--- src/rtl/jtkunio_gfx_arb.sv ---
// Kunio graphics ROM arbiter: three one-entry tile caches (char/scr/obj) sharing
// one SDRAM read port, fixed priority with an anti-starvation override for obj.

module jtkunio_gfx_arb_cache (
    input  logic        clk,
    input  logic        rst,
    input  logic [17:0] addr,
    input  logic        cs,
    input  logic        wr,
    input  logic [17:0] wr_addr,
    input  logic [31:0] wr_data,
    output logic [31:0] data,
    output logic        ok,
    output logic        pending
);
    logic [17:0] cache_addr;
    logic        valid;
    logic        hit;

    // reset wins over a completing write so an in-flight rom_ok is dropped
    always_ff @(posedge clk) begin
        if (rst) begin
            valid      <= 1'b0;
            cache_addr <= '0;
            data       <= '0;
        end else if (wr) begin
            valid      <= 1'b1;
            cache_addr <= wr_addr;
            data       <= wr_data;
        end
    end

    assign hit     = valid & (addr == cache_addr);
    assign ok      = hit & cs;
    assign pending = cs & ~hit;
endmodule

module jtkunio_gfx_arb #(
    parameter logic [19:0] CHAR_OFFSET = 20'h00000,
    parameter logic [19:0] SCR_OFFSET  = 20'h04000,
    parameter logic [19:0] OBJ_OFFSET  = 20'h24000,
    parameter logic [5:0]  STARVE      = 6'd32
) (
    input  logic        clk,
    input  logic        rst,
    input  logic [13:0] char_addr,
    input  logic        char_cs,
    output logic [31:0] char_data,
    output logic        char_ok,
    input  logic [16:0] scr_addr,
    input  logic        scr_cs,
    output logic [31:0] scr_data,
    output logic        scr_ok,
    input  logic [17:0] obj_addr,
    input  logic        obj_cs,
    output logic [31:0] obj_data,
    output logic        obj_ok,
    output logic [19:0] rom_addr,
    output logic        rom_cs,
    input  logic [31:0] rom_data,
    input  logic        rom_ok
);
    localparam int NUM_CH = 3;
    localparam logic [1:0] CH_CHAR = 2'd0;
    localparam logic [1:0] CH_SCR  = 2'd1;
    localparam logic [1:0] CH_OBJ  = 2'd2;

    typedef enum logic [1:0] {ST_IDLE, ST_WAIT1, ST_WAIT} state_t;

    state_t state, state_nx;

    logic [NUM_CH-1:0][17:0] ch_addr;
    logic [NUM_CH-1:0][31:0] ch_data;
    logic [NUM_CH-1:0]       ch_cs, ch_ok, pend;

    logic [1:0]  sel;
    logic [17:0] lat_addr;
    logic [5:0]  starve_cnt;
    logic        win_vld;
    logic [1:0]  win_ch;
    logic [17:0] win_addr;
    logic [19:0] win_off;
    logic        issue, done, obj_busy;

    assign ch_addr = {obj_addr, {1'b0, scr_addr}, {4'b0, char_addr}};
    assign ch_cs   = {obj_cs, scr_cs, char_cs};

    for (genvar i = 0; i < NUM_CH; i++) begin : g_ch
        jtkunio_gfx_arb_cache u_cache (
            .clk     (clk),
            .rst     (rst),
            .addr    (ch_addr[i]),
            .cs      (ch_cs[i]),
            .wr      (done && sel == 2'(i)),
            .wr_addr (lat_addr),
            .wr_data (rom_data),
            .data    (ch_data[i]),
            .ok      (ch_ok[i]),
            .pending (pend[i])
        );
    end

    assign char_data = ch_data[CH_CHAR];
    assign scr_data  = ch_data[CH_SCR];
    assign obj_data  = ch_data[CH_OBJ];
    assign char_ok   = ch_ok[CH_CHAR];
    assign scr_ok    = ch_ok[CH_SCR];
    assign obj_ok    = ch_ok[CH_OBJ];

    // a starved obj request jumps ahead of the fixed char > scr > obj order
    always_comb begin
        win_vld = |pend;
        win_ch  = CH_OBJ;
        if (pend[CH_OBJ] && starve_cnt >= STARVE) win_ch = CH_OBJ;
        else if (pend[CH_CHAR])                   win_ch = CH_CHAR;
        else if (pend[CH_SCR])                    win_ch = CH_SCR;
    end

    always_comb begin
        win_off  = OBJ_OFFSET;
        win_addr = ch_addr[CH_OBJ];
        case (win_ch)
            CH_CHAR: begin win_off = CHAR_OFFSET; win_addr = ch_addr[CH_CHAR]; end
            CH_SCR:  begin win_off = SCR_OFFSET;  win_addr = ch_addr[CH_SCR];  end
            default: begin win_off = OBJ_OFFSET;  win_addr = ch_addr[CH_OBJ];  end
        endcase
    end

    always_ff @(posedge clk) begin
        if (rst) state <= ST_IDLE;
        else     state <= state_nx;
    end

    // WAIT1 exists so an ok left over from a previous access is never taken
    always_comb begin
        state_nx = state;
        case (state)
            ST_IDLE:  if (win_vld) state_nx = ST_WAIT1;
            ST_WAIT1: state_nx = ST_WAIT;
            ST_WAIT:  if (rom_ok) state_nx = ST_IDLE;
            default:  state_nx = ST_IDLE;
        endcase
    end

    always_comb begin
        rom_cs = state != ST_IDLE;
        issue  = state == ST_IDLE && win_vld;
        done   = state == ST_WAIT && rom_ok;
    end

    always_ff @(posedge clk) begin
        if (rst) begin
            rom_addr <= '0;
            sel      <= CH_CHAR;
            lat_addr <= '0;
        end else if (issue) begin
            rom_addr <= win_off + {2'b0, win_addr};
            sel      <= win_ch;
            lat_addr <= win_addr;
        end
    end

    assign obj_busy = rom_cs && sel == CH_OBJ;

    always_ff @(posedge clk) begin
        if (rst || !obj_cs || (issue && win_ch == CH_OBJ))
            starve_cnt <= '0;
        else if (pend[CH_OBJ] && !obj_busy && starve_cnt != 6'h3F)
            starve_cnt <= starve_cnt + 6'd1;
    end
endmodule

--- config.mk ---
export PLATFORM = sky130hd
export DESIGN_NAME = jtkunio_gfx_arb
export DESIGN_NICKNAME = d
export VERILOG_FILES = /design/src/rtl/jtkunio_gfx_arb.sv
export SDC_FILE = /design/constraint.sdc
export NUM_CORES = 1
export LEC_CHECK = 0
export ABC_CLOCK_PERIOD_IN_PS = 8350
export BUFFER_PORTS_ARGS = -buffer_cell sky130_fd_sc_hd__buf_2
export CORE_ASPECT_RATIO = 1.75
export CORE_MARGIN = 10
export CORE_UTILIZATION = 56
export CTS_BUF_LIST = sky130_fd_sc_hd__clkbuf_16
export CTS_CLUSTER_SIZE = 8
export DETAILED_ROUTE_END_ITERATION = 16
export PLACE_DENSITY = 0.85
export SYNTH_ARGS = -nofsm -noshare
export SYNTH_HDL_FRONTEND = slang
export SYNTH_SLANG_ARGS = --single-unit
--- constraint.sdc ---
create_clock -name clk -period 8.35 [get_ports clk]
set_input_delay 0 -clock clk [delete_from_list [all_inputs] [get_ports clk]]
set_output_delay 0 -clock clk [all_outputs]
set_load 0.01 [all_outputs]
==> flow_summary.json <==
{
  "drive_above_1_share": 0.217,
  "initial_core_util": 0.574,
  "critPathSlowestCell": "nor2_1",
  "critical_path_required_ns": 8.66,
  "grt_max_degree": 95,
  "ys.flop_type": "dfxtp_1",
  "synth-seq-cells": 186,
  "grt_pass1_vias": 7368,
  "yosysTopAreaCell": "dfxtp_1",
  "timing_hold_violations_final": 0,
  "synth-edff-count": 0,
  "crit_path_max_incr_delay_ns": 0.85,
  "status": "finished, final reports clean",
  "place_hpwl_um": 16400,
  "setup_viol": 0,
  "finalClockSkew_ns": 0.0104,
  "viasPerCell": 5.63,
  "drtIter0Drc": 456,
  "dieArea_um2": 18500,
  "fmax_mhz": 278,
  "routed_wl_um": 24600,
  "grt_pass1_wl_um": 38300,
  "h-tree-depth": 4,
  "drv_cap": 0,
  "slew_headroom": 0.206,
  "postLayoutCellArea_um2": 9590,
  "cts.path.max_buffers": 2,
  "syn2layout_area_growth_pct": 28.5,
  "die_h_um": 173,
  "ant_nets": 0,
  "insertedDiodeCount": 0,
  "p_leak_nw": 3.96,
  "synth_area_leaders": "dfxtp_1, nand2_1, a21oi_1",
  "gp_congestion": 0.961,
  "syn_inst": 922,
  "cts_buffers": 17,
  "num_vias": 7438,
  "grt.overflow.total": 0,
  "worstHoldPathType": "in -> reg",
  "path_clk_slew_ns": 0.07,
  "wire_per_inst_um": 18.6,
  "core-area_um2": 13000,
  "rsz0062_at_grt": "no",
  "grt_antenna_before_repair": 0,
  "cts_setup_buffers": 0,
  "slew_violations": 0,
  "critPathLaunchType": "flip-flop",
  "clock_sinks": 186,
  "worstSetupPathType": "reg -> reg",
  "root_buffer": "clkbuf_16",
  "die_x_um": 107,
  "synth.yosys.seq_area_share": 0.499,
  "place_area_um2": 8420,
  "yosys.area.top_type_share": 0.499,
  "path_max_fanout": 14,
  "synth_area_um2": 7460,
  "period_share": 0.431,
  "rows": 55,
  "avgSynthCellArea_um2": 8.09,
  "async_flop_share": 0,
  "firstDrtPassIters": 5,
  "powerDensity_nw_per_um2": 199,
  "cp_cell_sequence": "xnor2_1 > nand4_1 > nor4_1 > a211oi_1 > o21bai_2 > nor2_1 > a211oi_1 > dlygate4sd3_1",
  "worstMarginPinSlew_ns": 1.19,
  "yosysWarnings": 0,
  "cpMostUsedCell": "a211oi_1",
  "critPathArrivalTime_ns": 3.91,
  "synth_nets": 1013,
  "fin_crit_ns": 3.60,
  "clk_latency_ns": 0.42,
  "synth_cell_types": 43,
  "cp-end-kind": "flip-flop",
  "cts_tree": "yes",
  "finalSetupTns_ns": 0,
  "drcViolationCount": 0,
  "io_pins": 207,
  "ir_worst_vdd_mv": 0.164,
  "fin_nets": 1229,
  "track_usage": 0.256,
  "io_buffers": 205
}
-- stage by stage --
stage	std cells	hold WS, ns	util	total power [mW]	setup slack [ns]
2_1_floorplan	922	0.0871	-	1.05	5.51
3_3_place_gp	1229	0.264	0.648	1.12	4.95
3_5_place_dp	1229	0.266	0.648	1.12	4.84
4_1_cts	1322	0.00562	0.737	1.90	4.81
5_1_grt	1322	0.0233	0.737	1.96	4.50
6_report	1322	0.0190	0.737	1.90	4.75
-- metal layers --
layer  wire [um]  up-vias  track usage
li1            -     3467            -
met2       12500      411        0.429
met5           0        -            0
met3        2370       96       0.0834
met4        1650        0        0.179
met1        8090     3464        0.257
-- Yosys cell counts, types with 2 or more instances --
cell and n:
a211oi_1 17, a21oi_1 153, and3_1 3, buf_4 15
clkbuf_1 57, dfxtp_1 186, ha_1 4, inv_1 15
mux2i_1 20, nand2_1 304, nand2b_1 4, nand3_1 2
nand3b_1 2, nand4_1 12, nor2_1 26, nor3_1 4
nor4_1 5, o22ai_1 14, o311ai_0 2, or4b_1 2
xnor2_1 33, xor2_1 21
-- cells by family after synthesis --
kind of cell,count (synthesis),synth area share
and+or+nand+nor,371,0.203
DFF,186,0.499
other,1,0.000502
AOI/OAI and AO/OA,197,0.148
buffers and inverters,89,0.0533
xor gates and xnor gates,54,0.0634
adders and majority gates,4,0.00671
muxes,20,0.0268
-- layout by cell type, fill, tap and decap left out, drive strengths merged, types with 3 or more instances in the layout --
master,instances
xor2,21
buf,210
and3,3
clkinv,5
ha,4
a21oi,153
nand4,12
o22ai,14
nand2,304
inv,23
nand2b,4
a211oi,17
mux2i,20
nor2,26
xnor2,33
dfxtp,186
nor3,4
clkbuf,17
nor4,5
dlygate4sd3,61
-- final cells by class --
cell class / instances / area (um^2)
clock inverter: 15 / 130
sequential: 186 / 3720
timing repair buffer: 271 / 1680
multi-input combinational: 647 / 3360
inverter: 15 / 56.3
fill: 949 / 3420
clock buffer: 17 / 425
tap: 171 / 214
-- final timing paths --
check	cells past startpoint	slack (ns)	end	from
setup / recovery	8	4.75	lat_addr[5]$_SDFFE_PP0P_	g_ch[2].u_cache.cache_addr[17]$_SDFFE_PP0P_
hold / removal	3	0.02	rom_addr[18]$_SDFFE_PP0P_	obj_addr[16]
setup reg to reg	8	4.75	lat_addr[5]$_SDFFE_PP0P_	g_ch[2].u_cache.cache_addr[17]$_SDFFE_PP0P_
hold reg to reg	2	0.45	g_ch[2].u_cache.data[1]$_SDFFE_PP0P_	g_ch[2].u_cache.data[1]$_SDFFE_PP0P_
-- state kept, by name (all words and copies together) (netlist names) --
name                     cells
g_ch.u_cache.data           96
g_ch.u_cache.valid           3
state                        2
rom_addr                     5
sel                          2
starve_cnt                   6
lat_addr                    18
g_ch.u_cache.cache_addr     54
-- power by group --
| group | internal (mW) | switching [mW] | leakage (nW) |
|---|---|---|---|
| combinational | 0.0901 | 0.113 | 2.19 |
| clock | 0.393 | 0.374 | 0.270 |
| sequential | 0.909 | 0.0248 | 1.50 |
-- critical path, delay by kind of cell, from the launching register on --
kind / cells / cell delay [ns]
compound gates: 3 / 0.75
simple gates: 3 / 1.61
xor+xnor: 1 / 0.20
buf+inv: 1 / 0.62
flops: 1 / 0.32
-- what timing repair did --
action | 4_1_cts | 5_1_grt
gates resized for setup | 0 | 0
hold buffers | 61 | 0
endpoints found under the hold margin | 114 | 0
(Power assumes the default switching activity.)
